$ cat src/rtl/pwm_pkg.sv
// Shared PWM definitions: frame geometry, demodulator state and the sample type used by the PWM output stage.
// No latency or backpressure of its own; the package holds only types and constants.
package pwm_pkg;
  localparam int PWM_DW        = 4;
  localparam int PWM_FRAME_LEN = 16;

  typedef enum logic {
    ST_UNLOCKED = 1'b0,
    ST_LOCKED   = 1'b1
  } state_e;

  typedef logic [PWM_DW-1:0] sample_t;
endpackage

$ cat src/rtl/pwmin_demod_if.sv
// Bundles the PWM input pair and the demodulator outputs (the stimulus side is master, the demod is slave).
// No latency or backpressure of its own; dout is qualified only by dout_valid.
interface pwmin_demod_if
  import pwm_pkg::*;
#(
  parameter int DW = $bits(sample_t)
);
  logic          pwm_in;
  logic          frame_sync;
  logic [DW-1:0] dout;
  logic          dout_valid;
  logic          locked;
  logic          sync_err;

  modport master (output pwm_in, frame_sync, input dout, dout_valid, locked, sync_err);
  modport slave  (input pwm_in, frame_sync, output dout, dout_valid, locked, sync_err);
endinterface

$ cat src/rtl/pwmin_sync.sv
// Equal-depth synchronizers for pwm and frame_sync. Latency is SYNC_STAGES, plus 1 with PWMIN_GLITCH_FILTER_EN (majority filter).
// No backpressure: one sample leaves every cycle.
module pwmin_sync #(
  parameter int SYNC_STAGES = 2
) (
  input  logic clk_i,
  input  logic rst_i,
  input  logic pwm_i,
  input  logic sync_i,
  output logic s_pwm_o,
  output logic s_sync_o
);
  logic [SYNC_STAGES-1:0] pwm_q;
  logic [SYNC_STAGES-1:0] sync_q;

  always_ff @(posedge clk_i) begin
    if (rst_i) begin
      pwm_q  <= '0;
      sync_q <= '0;
    end else begin
      pwm_q  <= {pwm_q[SYNC_STAGES-2:0], pwm_i};
      sync_q <= {sync_q[SYNC_STAGES-2:0], sync_i};
    end
  end

`ifdef PWMIN_GLITCH_FILTER_EN
  logic [1:0] tap_q;
  logic       sync_dly_q;

  always_ff @(posedge clk_i) begin
    if (rst_i) begin
      tap_q      <= '0;
      sync_dly_q <= 1'b0;
    end else begin
      tap_q      <= {tap_q[0], pwm_q[SYNC_STAGES-1]};
      sync_dly_q <= sync_q[SYNC_STAGES-1];
    end
  end

  // Vote is centred on tap_q[0], which lines up with the delayed sync.
  assign s_pwm_o  = (pwm_q[SYNC_STAGES-1] & tap_q[0]) |
                    (pwm_q[SYNC_STAGES-1] & tap_q[1]) |
                    (tap_q[0] & tap_q[1]);
  assign s_sync_o = sync_dly_q;
`else
  assign s_pwm_o  = pwm_q[SYNC_STAGES-1];
  assign s_sync_o = sync_q[SYNC_STAGES-1];
`endif
endmodule

$ cat src/rtl/pwmin_demod.sv
// PWM-in demodulator: one saturated high-count per frame, dout_valid SYNC_STAGES+1 cycles after frame end (+1 with PWMIN_GLITCH_FILTER_EN).
// No backpressure: dout_valid is a single-cycle pulse, and dout holds its value until the next pulse.
module pwmin_demod
  import pwm_pkg::*;
#(
  parameter int DW          = PWM_DW,
  parameter int FRAME_LEN   = PWM_FRAME_LEN,
  parameter int SYNC_STAGES = 2,
  parameter int MISS_MAX    = 3
) (
  input  logic         MCLK,
  input  logic         MRST,
  pwmin_demod_if.slave bus
);
  localparam int PW = $clog2(FRAME_LEN);
  localparam int MW = $clog2(MISS_MAX + 1);
  localparam logic [PW-1:0] POS_LAST = PW'(FRAME_LEN - 1);
  localparam logic [MW-1:0] MISS_LIM = MW'(MISS_MAX);

  logic          s_pwm, s_sync;
  state_e        state_q, state_d;
  logic [PW-1:0] pos_q, pos_d;
  logic [DW:0]   acc_q, acc_d, sum, s_pwm_ext;
  logic [MW-1:0] miss_q, miss_d;
  logic [DW-1:0] dout_q, dout_d;
  logic          valid_q, valid_d, err_q, err_d;
  logic          early_sync, miss_now, drop_lock;

  pwmin_sync #(.SYNC_STAGES(SYNC_STAGES)) u_sync (
    .clk_i   (MCLK),
    .rst_i   (MRST),
    .pwm_i   (bus.pwm_in),
    .sync_i  (bus.frame_sync),
    .s_pwm_o (s_pwm),
    .s_sync_o(s_sync)
  );

  assign s_pwm_ext  = {{DW{1'b0}}, s_pwm};
  assign sum        = acc_q + s_pwm_ext;
  assign early_sync = s_sync && (pos_q != '0);
  assign miss_now   = !s_sync && (pos_q == '0);
  // A sync landing on the miss limit clears miss_now, so it keeps the lock.
  assign drop_lock  = miss_now && ((miss_q + MW'(1)) == MISS_LIM);

  always_ff @(posedge MCLK) begin
    if (MRST) state_q <= ST_UNLOCKED;
    else      state_q <= state_d;
  end

  always_comb begin
    state_d = state_q;
    case (state_q)
      ST_UNLOCKED: if (s_sync)    state_d = ST_LOCKED;
      ST_LOCKED:   if (drop_lock) state_d = ST_UNLOCKED;
      default:                    state_d = ST_UNLOCKED;
    endcase
  end

  always_comb begin
    pos_d   = pos_q;
    acc_d   = acc_q;
    miss_d  = miss_q;
    dout_d  = dout_q;
    valid_d = 1'b0;
    err_d   = 1'b0;
    case (state_q)
      ST_UNLOCKED: begin
        if (s_sync) begin
          pos_d  = PW'(1);
          acc_d  = s_pwm_ext;
          miss_d = '0;
        end
      end
      ST_LOCKED: begin
        if (early_sync) begin
          // Realign on the new strobe; the partial frame is dropped.
          err_d  = 1'b1;
          pos_d  = PW'(1);
          acc_d  = s_pwm_ext;
          miss_d = '0;
        end else if (drop_lock) begin
          pos_d  = '0;
          acc_d  = '0;
          miss_d = '0;
        end else begin
          pos_d = (pos_q == POS_LAST) ? '0 : pos_q + PW'(1);
          if (s_sync)        miss_d = '0;
          else if (miss_now) miss_d = miss_q + MW'(1);
          if (pos_q == POS_LAST) begin
            acc_d   = '0;
            valid_d = 1'b1;
            dout_d  = sum[DW] ? '1 : sum[DW-1:0];
          end else begin
            acc_d = sum;
          end
        end
      end
      default: ;
    endcase
  end

  always_ff @(posedge MCLK) begin
    if (MRST) begin
      pos_q   <= '0;
      acc_q   <= '0;
      miss_q  <= '0;
      dout_q  <= '0;
      valid_q <= 1'b0;
      err_q   <= 1'b0;
    end else begin
      pos_q   <= pos_d;
      acc_q   <= acc_d;
      miss_q  <= miss_d;
      dout_q  <= dout_d;
      valid_q <= valid_d;
      err_q   <= err_d;
    end
  end

  assign bus.dout       = dout_q;
  assign bus.dout_valid = valid_q;
  assign bus.locked     = (state_q == ST_LOCKED);
  assign bus.sync_err   = err_q;
endmodule

$ cat src/flat_wrapper.sv
// flat-port wrapper written by rule: the top's interface ports become plain ports
module pwmin_demod_flat import pwm_pkg::*;
#(
  parameter int DW          = PWM_DW,
  parameter int FRAME_LEN   = PWM_FRAME_LEN,
  parameter int SYNC_STAGES = 2,
  parameter int MISS_MAX    = 3
)
  (MCLK, MRST, bus_pwm_in, bus_frame_sync, bus_dout, bus_dout_valid, bus_locked, bus_sync_err);
  pwmin_demod_if #(.DW(DW)) bus_i ();
  input  logic MCLK;
  input  logic MRST;
  input wire logic [$bits(bus_i.pwm_in)-1:0] bus_pwm_in;
  input wire logic [$bits(bus_i.frame_sync)-1:0] bus_frame_sync;
  output wire logic [$bits(bus_i.dout)-1:0] bus_dout;
  output wire logic [$bits(bus_i.dout_valid)-1:0] bus_dout_valid;
  output wire logic [$bits(bus_i.locked)-1:0] bus_locked;
  output wire logic [$bits(bus_i.sync_err)-1:0] bus_sync_err;
  assign bus_i.pwm_in = bus_pwm_in;
  assign bus_i.frame_sync = bus_frame_sync;
  assign bus_dout = bus_i.dout;
  assign bus_dout_valid = bus_i.dout_valid;
  assign bus_locked = bus_i.locked;
  assign bus_sync_err = bus_i.sync_err;
  pwmin_demod #(.DW(DW), .FRAME_LEN(FRAME_LEN), .SYNC_STAGES(SYNC_STAGES), .MISS_MAX(MISS_MAX)) u_core (.MCLK(MCLK), .MRST(MRST), .bus(bus_i));
endmodule
$ cat config.mk
export PLATFORM = sky130hd
export DESIGN_NAME = pwmin_demod_flat
export DESIGN_NICKNAME = d
export VERILOG_FILES = /design/src/rtl/pwm_pkg.sv /design/src/rtl/pwmin_demod_if.sv /design/src/rtl/pwmin_sync.sv /design/src/rtl/pwmin_demod.sv /design/src/flat_wrapper.sv
export SDC_FILE = /design/constraint.sdc
export NUM_CORES = 1
export LEC_CHECK = 0
export CAP_MARGIN = 20
export CORE_AREA = 2 2 66 68
export CTS_CLUSTER_DIAMETER = 40
export CTS_CLUSTER_SIZE = 16
export DETAILED_ROUTE_END_ITERATION = 10
export DIE_AREA = 0 0 68 70
export PLACE_DENSITY = 0.5
export SLEW_MARGIN = 20
export SYNTH_ARGS = -nofsm -noshare
export SYNTH_HDL_FRONTEND = slang
export SYNTH_SLANG_ARGS = --single-unit
$ cat constraint.sdc
create_clock -name MCLK -period 1.85 [get_ports MCLK]
set_clock_uncertainty 0.2 [all_clocks]
set_input_delay 0.37 -clock MCLK [delete_from_list [all_inputs] [get_ports MCLK]]
set_output_delay 0.37 -clock MCLK [all_outputs]
set_load 0.01 [all_outputs]
# After elaboration in Yosys (flattened, before gate mapping)
# Index checks and enable logic that the tools add are counted.
# Widths: inputs -> output; s select.
[classes]
bitwise = 3
n_reduce_logical = 10
n_eq_ne = 4
add_sub_neg = 3
mux = 22
[ops]
columns = ["operator", "count"]
rows = [
  ["$mux 4", 5],
  ["$mux 5", 4],
  ["$mux 2", 5],
  ["$pmux 5 s2", 1],
  ["$pmux 4 s2", 1],
  ["$add 5x1->5", 1],
  ["$ne 5x5->1 const B", 1],
  ["$add 4x1->4 const B", 1],
  ["$eq 4x4->1 const B", 1],
  ["$logic_not 4->1", 1],
  ["$mux 1", 4],
  ["$pmux 2 s2", 1],
  ["$reduce_and 4->1", 1],
  ["$reduce_bool 4->1", 1],
  ["$reduce_or 4->1", 1],
  ["$logic_and 1x1->1", 3],
  ["$not 1->1", 3],
  ["$add 2x1->2 const B", 1],
  ["$eq 2x2->1 const B", 1],
  ["$ne 2x2->1 const B", 1],
  ["$pmux 1 s2", 1],
  ["$reduce_and 2->1", 1],
  ["$reduce_or 2->1", 1],
  ["$logic_not 1->1", 1],
]
[word_totals]
output_inout_bits = 7
input_bits = 4
regBits = 22
word_cells = 51

# Depth between registers and ports, before layout
# Gate-level depths: netlist of the first run.
[logic_depth]
word_depth = 7
ltp_mapped = 7
mapped_depth_nobuf = 6

# By module
# From an unflattened synthesis of the first run, not the netlist that was laid out.
[unflattened]
hier_cells = 112
area_unflattened_um2 = 1087.3
[by_module_without_submodules]
columns = ["mod", "cells_each", "area_each_um2", "seq_area_each_um2", "n_inst"]
rows = [
  ["pwmin_demod", 104, 982.2, 360.3, 1],
  ["pwmin_sync", 8, 105.1, 80.1, 1],
]

# Least setup slack after synthesis of the first run
# Ideal clock, no wire load.
[synth_path]
kind = "register to register"
startpoint = "register u_core.pos_q[0]"
endpoint = "register u_core.acc_q[3]"
stages_incl_launch_ff = 6
n_path_buf = 0
slack_ns = 0.146
t_required_ns = 1.533
setup_ns = 0.117
period_less_slack_ns = 1.704
arrival_time_ns = 1.386
cell_sequence = "dfxtp_1 -> inv_1 -> ha_1 -> nor3b_1 -> a32oi_4 -> a32o_1"
[synth_between]
elab_chain_cells = 6
elab_cells_between_ends = 10
classes_between = "eq/ne (1); mux (4); reduce/logical (5)"
[synth_lines]
columns = ["element", "line_no", "text"]
rows = [
  ["from (decl)", "pwmin_demod.sv:22", "logic [PW-1:0] pos_q, pos_d;"],
  ["from (signal assigned)", "pwmin_demod.sv:111", "pos_q <= pos_d;"],
  ["$logic_not 4->1", "pwmin_demod.sv:41", "assign miss_now = !s_sync && (pos_q == '0);"],
  ["$logic_and 1x1->1", "pwmin_demod.sv:41", ""],
  ["$logic_and 1x1->1", "pwmin_demod.sv:43", "assign drop_lock = miss_now && ((miss_q + MW'(1)) == MISS_LIM);"],
  ["$mux 5", "pwmin_demod.sv:81", "end else if (drop_lock) begin"],
  ["$mux 5 *", "pwmin_demod.sv:75", "if (early_sync) begin"],
  ["$pmux 5 s2 *", "pwmin_demod.sv:66", "case (state_q)"],
  ["to (signal assigned)", "pwmin_demod.sv:105", "acc_q <= '0;"],
  ["to (signal assigned)", "pwmin_demod.sv:112", "acc_q <= acc_d;"],
  ["to (decl)", "pwmin_demod.sv:23", "logic [DW:0] acc_q, acc_d, sum, s_pwm_ext;"],
]
# Mark *: on every way between the ends. The rest lies on a longest branch, timed or not.
# A chain may end at the register's enable or synchronous reset.

# Final worst setup path of the first run
[layout_path]
startpoint = "register u_core.pos_q[0]"
endpoint = "register u_core.acc_q[4]"
# Same word-level chain as after synthesis.

==> run_results.csv, run 1 <==
group,metric,value,unit
critical_path,arrival,1.81,ns
yosys,avgSynthCellArea,9.16,um2
drt,drtIter0Drc,27,
layout,fillCellCount,437,
yosys,ys.warnings.count,0,
layout,drive_gt1_frac,0.209,
placed_design,placedCellCount,174,
run_status,status,"finished clean",
drt,antenna_left,0,
cts,cts_buffers,3,
die,rows,24,
yosys,yosysTopAreaCell,"dfxtp_1",
drt,dr.pass1.iters,4,
yosys,syn_area,980,um2
placed_design,dp_slack,-0.0678,ns
cts,cts_tree,"yes",
hold_path,hold_end,"u_core.u_sync.sync_q[1]",
job,max-cap-violations,0,
cts,path_clk_slew,0.08,ns
yosys,yosysUniqueCellTypes,30,
sta,report.final.slew_viol_count,0,
sta,fmax,542,MHz
critical_path,start_kind,"register",
yosys,ys_async_sr_fraction,0,
sta,finalSetupTns,0,ns
power_and_ir_drop,switchingPower,228,uW
grt,grt_pass1_wl,3910,um
layout,stdcell_count,186,
cts,clockBufferDepth,2,
drt,routed_via_density,4.61,
power_and_ir_drop,pwr-share-comb,0.120,
power_and_ir_drop,power.leakage,0.506,nW
die,core_area,4140,um2
grt,grt_max_degree,14,
placed_design,gp_congestion,0.756,
yosys,synthCells,107,
sta,fin_crit_sh,0.997,
critical_path,slowest_stage,"dfxtp_2",
placed_design,placedInstanceArea,1200,um2
critical_path,cpMostUsedCell,"buf_4",
hold_path,hold_start,"u_core.u_sync.sync_q[0]",
cts,clk_latency,0.26,ns
critical_path,rr_startpoint,"u_core.pos_q[0]",
yosys,synthTopCellsByArea,"dfxtp_1 (45%), ha_1 (6.4%), nor3_1 (5.6%)",
layout,n_antenna_cell,0,
sta,rsz0062_at_grt,"true",
power_and_ir_drop,powerDensity,798,nW/um2
power_and_ir_drop,max-vdd-ir-drop,0.332,mV
grt,antenna_found_initial,0,
drt,finalWirelength,2280,um
cts,cts_root_buf,"clkbuf_8",
drt,wl_per_cell,12.3,um
power_and_ir_drop,switching_share,0.213,
power_and_ir_drop,p_clk_frac,0.418,
yosys,synth_top_flop_cell,"dfxtp_1",
grt,grt-ovfl-total,0,
die,io_pins,11,
critical_path,max_stage_delay,0.35,ns
cts,htree_levels,1,
critical_path,required,1.81,ns
grt,grt.total_usage,0.102,
sta,fin_crit,1.84,ns
die,die-area,4760,um2
sta,setup_ws,0.00539,ns
die,initial_utilization,0.236,
layout,seq_area,443,um2
placed_design,portBuffers,10,
placed_design,dpl.hpwl,1640,um
layout,multi_input_area,518,um2
yosys,yosysSeqAreaShare,0.450,
critical_path,path_class,"reg -> reg",
sta,whs,0.249,ns
drt,drcViolationCount,0,
critical_path,reg2reg_to,"u_core.acc_q[4]",
yosys,synth_top_area_share,0.450,
layout,stdcell_area,1340,um2
layout,final_nets,144,
yosys,syn-num-nets,116,
critical_path,critical_path.max_fanout,5,
critical_path,reg2regPathDepth,7,
critical_path,rrSetupSlack,0.005,ns
critical_path,crit_chain,"inv_1 -> ha_2 -> nor3b_4 -> a32oi_4 -> buf_4 -> buf_4 -> a32o_1",
power_and_ir_drop,p_int,844,uW
power_and_ir_drop,p_seq_frac,0.462,
sta,maxSlewHeadroom,0.564,
power_and_ir_drop,fin_total_pwr,1.07,mW
critical_path,end_kind,"register",
sta,max_slew.worst_pin.slew,0.648,ns
drt,route.vias.total,858,
sta,setup_viol,0,
die,die_height,70,um
layout,area_growth,37.2,%
hold_path,worstHoldPathCells,1,
yosys,synth_edf_count,0,
die,die_x,68,um
grt,first_global_vias,862,
sta,finalHoldViolations,0,
hold_path,holdCritPathClass,"reg -> reg",
layout,finalCoreUtilization,0.324,
yosys,ys_seq_elements,22,
cts,cts.sinks,22,
==> synth_stat cells (all sizes together) (2+ instances only) <==
cell type,count
nor2b,6
clkbuf,3
ha,5
a32o,2
nor2,11
inv,5
o211ai,3
nand2,8
a21oi,3
or3,3
nand3,6
xnor2,2
a211oi,3
nand4bb,2
dfxtp,22
nor3,11
==> worst max-delay path, delay by kind of cell (launching register included) <==
family / cells / cell delay (ns)
and+or+nand+nor: 1 / 0.27
adders and majority gates: 1 / 0.19
buffers and inverters: 3 / 0.35
DFF: 1 / 0.35
AOI/OAI and AO/OA: 2 / 0.40
==> layout make-up <==
type,instances,share of cell area
Timing Repair Buffer,27,0.169
Sequential cell,22,0.330
Inverter,5,0.0140
Clock inverter,1,0.0223
Clock buffer,3,0.0307
Tap cell,52,0.0484
Multi-Input combinational cell,76,0.385
==> cell families (layout without fill, tap and decap cells) <==
logic type,after synthesis,in the layout,synth area share
compound gates,15,15,0.134
xor+xnor,2,2,0.0179
fa+ha+maj,5,5,0.0639
buf+inv,9,36,0.0358
flops,22,22,0.450
mux,1,1,0.0102
simple gates,53,53,0.289
==> registers in the layout, summed over array words and instances, names as in the netlist <==
signal and cells:
u_core.bus.sync_err 1, u_core.miss_q 2, u_core.u_sync.sync_q 2, u_core.acc_q 5, u_core.bus.dout_valid 1, u_core.pos_q 4
u_core.bus.locked 1, u_core.bus.dout 4, u_core.u_sync.pwm_q 2
==> per-layer routing <==
| layer | share of wire | up-vias | track usage |
|---|---|---|---|
| li1 | - | 432 | - |
| met5 | 0 | - | 0 |
| met3 | 0.025 | 4 | 0.0145 |
| met4 | 0.012 | 0 | 0.0356 |
| met2 | 0.52 | 12 | 0.179 |
| met1 | 0.44 | 410 | 0.124 |
==> placed cells by master, fill, tap and decap left out, types with 2 or more instances in the layout <==
cell              n
dfxtp_1          20
dfxtp_2           2
a21oi_1           3
nor3_1           11
a32o_1            2
nand3_1           5
nand4bb_1         2
nor2b_1           6
xnor2_1           2
inv_1             5
clkdlybuf4s50_1  10
or3_1             3
nand2_1           8
ha_1              4
clkbuf_8          3
nor2_1           11
a211oi_1          2
buf_4            17
o211ai_1          3
==> worst max path at each step <==
stage	endpoint	slack [ns]	cells past startpoint	startpoint
5_1_grt	u_core.acc_q[4]	-0.05	7	u_core.pos_q[1]
4_1_cts	u_core.miss_q[1]	0.02	6	u_core.pos_q[0]
6_report	u_core.acc_q[4]	0.005	7	u_core.pos_q[0]
3_5_place_dp	u_core.acc_q[3]	-0.07	5	u_core.pos_q[0]
3_3_place_gp	u_core.acc_q[3]	-0.04	5	u_core.pos_q[0]
2_1_floorplan	u_core.acc_q[3]	0.15	5	u_core.pos_q[0]
==> power by group through the flow <==
stage / clock network [mW] / logic (mW) / registers [mW]
floorplan: 0 / 0.0631 / 0.505
global placement: 0 / 0.0921 / 0.505
detailed placement: 0 / 0.0954 / 0.506
CTS: 0.461 / 0.100 / 0.495
global route: 0.484 / 0.142 / 0.497
finish: 0.448 / 0.129 / 0.495
==> timing repair <==
action                     in CTS  in global routing
setup buffers                   1                  7
pin swaps                       1                  2
hold buffers                    0                  0
cloned                          0                  0
gates resized for setup         1                  6
setup endpoints to repair       6                  9
Note: power is estimated with default switching activity, not from simulation.
==> run 2, diff against run 1 <==
--- a/config.mk
+++ b/config.mk
@@ -5,12 +5,13 @@
 export SDC_FILE = /design/constraint.sdc
 export NUM_CORES = 1
 export LEC_CHECK = 0
+export ABC_AREA = 1
 export CAP_MARGIN = 20
-export CORE_AREA = 2 2 66 68
+export CORE_AREA = 2 2 69 71
 export CTS_CLUSTER_DIAMETER = 40
 export CTS_CLUSTER_SIZE = 16
 export DETAILED_ROUTE_END_ITERATION = 10
-export DIE_AREA = 0 0 68 70
+export DIE_AREA = 0 0 71 73
 export PLACE_DENSITY = 0.5
 export SLEW_MARGIN = 20
 export SYNTH_ARGS = -nofsm -noshare
==> run 2 against run 1 <==
Largest cell class unchanged. First-iteration DRC count rose by 52%. Area after synthesis up 10%. Routed wire length is 6.2% lower. Highest routed layer unchanged. Largest power group unchanged. Core utilization shrank 4.0 points.
==> run_results.csv, run 2 <==
group,metric,value,unit
yosys,synthTopCellsByArea,"dfxtp_1 (41%), nand2_1 (9.7%), inv_1 (8.3%)",
layout,fillCellCount,493,
layout,largest_reg_flops,5,
power_and_ir_drop,p_seq_frac,0.560,
sta,report.final.slew_viol_count,0,
grt,antenna_found_initial,0,
sta,maxSlewHeadroom,0.787,
power_and_ir_drop,powerDensity,681,nW/um2
power_and_ir_drop,p_int,658,uW
yosys,yosysMostFrequentCell,"nand2_1",
placed_design,dp_slack,0.249,ns
cts,cts_root_buf,"clkbuf_8",
die,rows,25,
layout,final_common_cell,"nand2_1",
die,initial_utilization,0.238,
sta,setup_ws,0.0795,ns
critical_path,critical_path.max_fanout,5,
drt,route.vias.total,902,
hold_path,holdCritPathClass,"reg -> reg",
power_and_ir_drop,power.leakage,0.543,nW
die,core_area,4540,um2
drt,routed_via_density,4.34,
cts,clockBufferDepth,2,
cts,cts_tree,"yes",
yosys,synth_top_area_share,0.407,
placed_design,placedInstanceArea,1250,um2
yosys,synth_edf_count,0,
critical_path,crit_chain,"clkdlybuf4s50_1",
grt,grt_max_degree,17,
critical_path,path_class,"reg -> out",
sta,rsz0062_at_grt,"false",
cts,cts_buffers,3,
yosys,synth_top_flop_cell,"dfxtp_1",
yosys,synthCells,142,
sta,setup_viol,0,
yosys,yosysTopAreaCell,"dfxtp_1",
cts,cts.sinks,22,
power_and_ir_drop,switchingPower,222,uW
cts,clk_latency,0.27,ns
hold_path,hold_start,"u_core.u_sync.sync_q[0]",
hold_path,worstHoldPathCells,2,
power_and_ir_drop,max-vdd-ir-drop,0.374,mV
yosys,syn-num-nets,151,
grt,first_global_vias,798,
yosys,ys_seq_elements,22,
sta,fin_crit,1.77,ns
power_and_ir_drop,pwr-share-comb,0.086,
sta,fin_crit_sh,0.957,
grt,grt-ovfl-total,0,
placed_design,gp_congestion,0.818,
layout,stdcell_area,1290,um2
layout,top_register,"u_core.acc_q",
yosys,yosysUniqueCellTypes,20,
yosys,ys_async_sr_fraction,0,
placed_design,portBuffers,10,
critical_path,reg2reg_to,"u_core.acc_q[0]",
die,die-area,5180,um2
cts,postCtsSetupRepairBufs,0,
drt,antenna_left,0,
cts,htree_levels,1,
die,io_pins,11,
grt,grt.total_usage,0.0886,
job,max-cap-violations,0,
layout,drive_gt1_frac,0.0974,
critical_path,end_kind,"primary output",
power_and_ir_drop,switching_share,0.252,
sta,finalSetupTns,0,ns
placed_design,dpl.hpwl,1570,um
critical_path,cpLargestDelayFamily,"buffers and inverters",
power_and_ir_drop,p_clk_frac,0.354,
cts,path_clk_slew,0.08,ns
critical_path,rr_startpoint,"u_core.pos_q[0]",
yosys,syn_area,1080,um2
sta,finalHoldViolations,0,
critical_path,reg2regPathDepth,6,
critical_path,slowest_stage,"clkdlybuf4s50_1",
yosys,ys.warnings.count,0,
drt,drtIter0Drc,41,
run_status,status,"finished clean",
sta,fmax,565,MHz
drt,drcViolationCount,0,
hold_path,hold_end,"u_core.u_sync.sync_q[1]",
yosys,yosysSeqAreaShare,0.407,
drt,finalWirelength,2140,um
yosys,avgSynthCellArea,7.61,um2
drt,dr.pass1.iters,4,
critical_path,arrival,1.20,ns
layout,n_antenna_cell,0,
yosys,synth_commonest_cells,"nand2_1 (28), inv_1 (24), dfxtp_1 (22), nor2_1 (15), a21oi_1 (13)",
critical_path,max_stage_delay,0.55,ns
layout,layout_common_cells,"nand2_1 (28), inv_1 (24), dfxtp_1 (21)",
layout,final_nets,165,
sta,max_slew.worst_pin.slew,0.319,ns
drt,wl_per_cell,10.3,um
critical_path,rrSetupSlack,0.23,ns
critical_path,required,1.28,ns
critical_path,critPathBufInv,1,
critical_path,start_kind,"register",
die,die_x,71,um
layout,area_growth,19.4,%
die,die_height,73,um
grt,grt_pass1_wl,3590,um
run 2: how the worst max path moves through the flow:
stage	start	end	slack [ns]	depth (start not counted)
2_1_floorplan	u_core.pos_q[0]	u_core.bus.dout[0]	0.42	6
3_3_place_gp	u_core.pos_q[0]	u_core.bus.dout[0]	0.19	6
6_report	u_core.bus.locked	bus_locked	0.08	1
3_5_place_dp	u_core.pos_q[0]	u_core.bus.dout[1]	0.25	6
5_1_grt	u_core.bus.locked	bus_locked	0.05	1
4_1_cts	u_core.bus.locked	bus_locked	0.07	1
run 2: final cells by class:
class	count	area [um2]	share of cell area
clock buffers	3	41.3	0.0320
inverters	25	93.8	0.0727
multi-input cells	93	539	0.418
flip-flops and latches	22	442	0.342
well taps	54	67.6	0.0523
repair buffers	11	108	0.0833
run 2: logic make-up after synthesis:
| group | after synthesis | share of synthesized area |
|---|---|---|
| AO/OA/AOI/OAI | 17 | 0.0799 |
| XOR/XNOR | 2 | 0.0162 |
| adder cells (fa/ha/maj) | 5 | 0.0579 |
| buffers and inverters | 27 | 0.0938 |
| flip-flops | 22 | 0.407 |
| AND/OR/NAND/NOR | 69 | 0.345 |
run 2: power by group through the flow:
stage                     logic, mW  clock network (mW)  registers (mW)
final                        0.0753               0.312           0.493
after global routing         0.0848               0.332           0.495
after CTS                    0.0760               0.316           0.493
after detailed placement     0.0756                   0           0.504
after global placement       0.0759                   0           0.503
after floorplan              0.0526                   0           0.502
run 2: metal layers:
| layer | vias to the layer above | wire length [um] | part of all wire | global-route usage |
|---|---|---|---|---|
| met3 | 5 | 59 | 0.028 | 0.0180 |
| met4 | 0 | 37 | 0.017 | 0.0419 |
| met2 | 9 | 997 | 0.47 | 0.145 |
| met5 | - | 0 | 0 | 0 |
| met1 | 409 | 1040 | 0.49 | 0.112 |
| li1 | 479 | - | - | - |
run 2: timing repair:
action / CTS / global route
endpoints found under the hold margin: 0 / 0
gates resized for setup: 1 / 0
hold buffers: 0 / 0
setup endpoints to repair: 1 / 0
run 2: stage by stage:
| step | std cells | util | power [mW] | hold WS [ns] |
|---|---|---|---|---|
| floorplan | 142 | - | 0.555 | 0.188 |
| global placement | 205 | 0.275 | 0.579 | 0.190 |
| CTS | 208 | 0.285 | 0.884 | 0.211 |
| detailed placement | 205 | 0.275 | 0.579 | 0.199 |
| global route | 208 | 0.285 | 0.911 | 0.252 |
| finish | 208 | 0.285 | 0.880 | 0.206 |
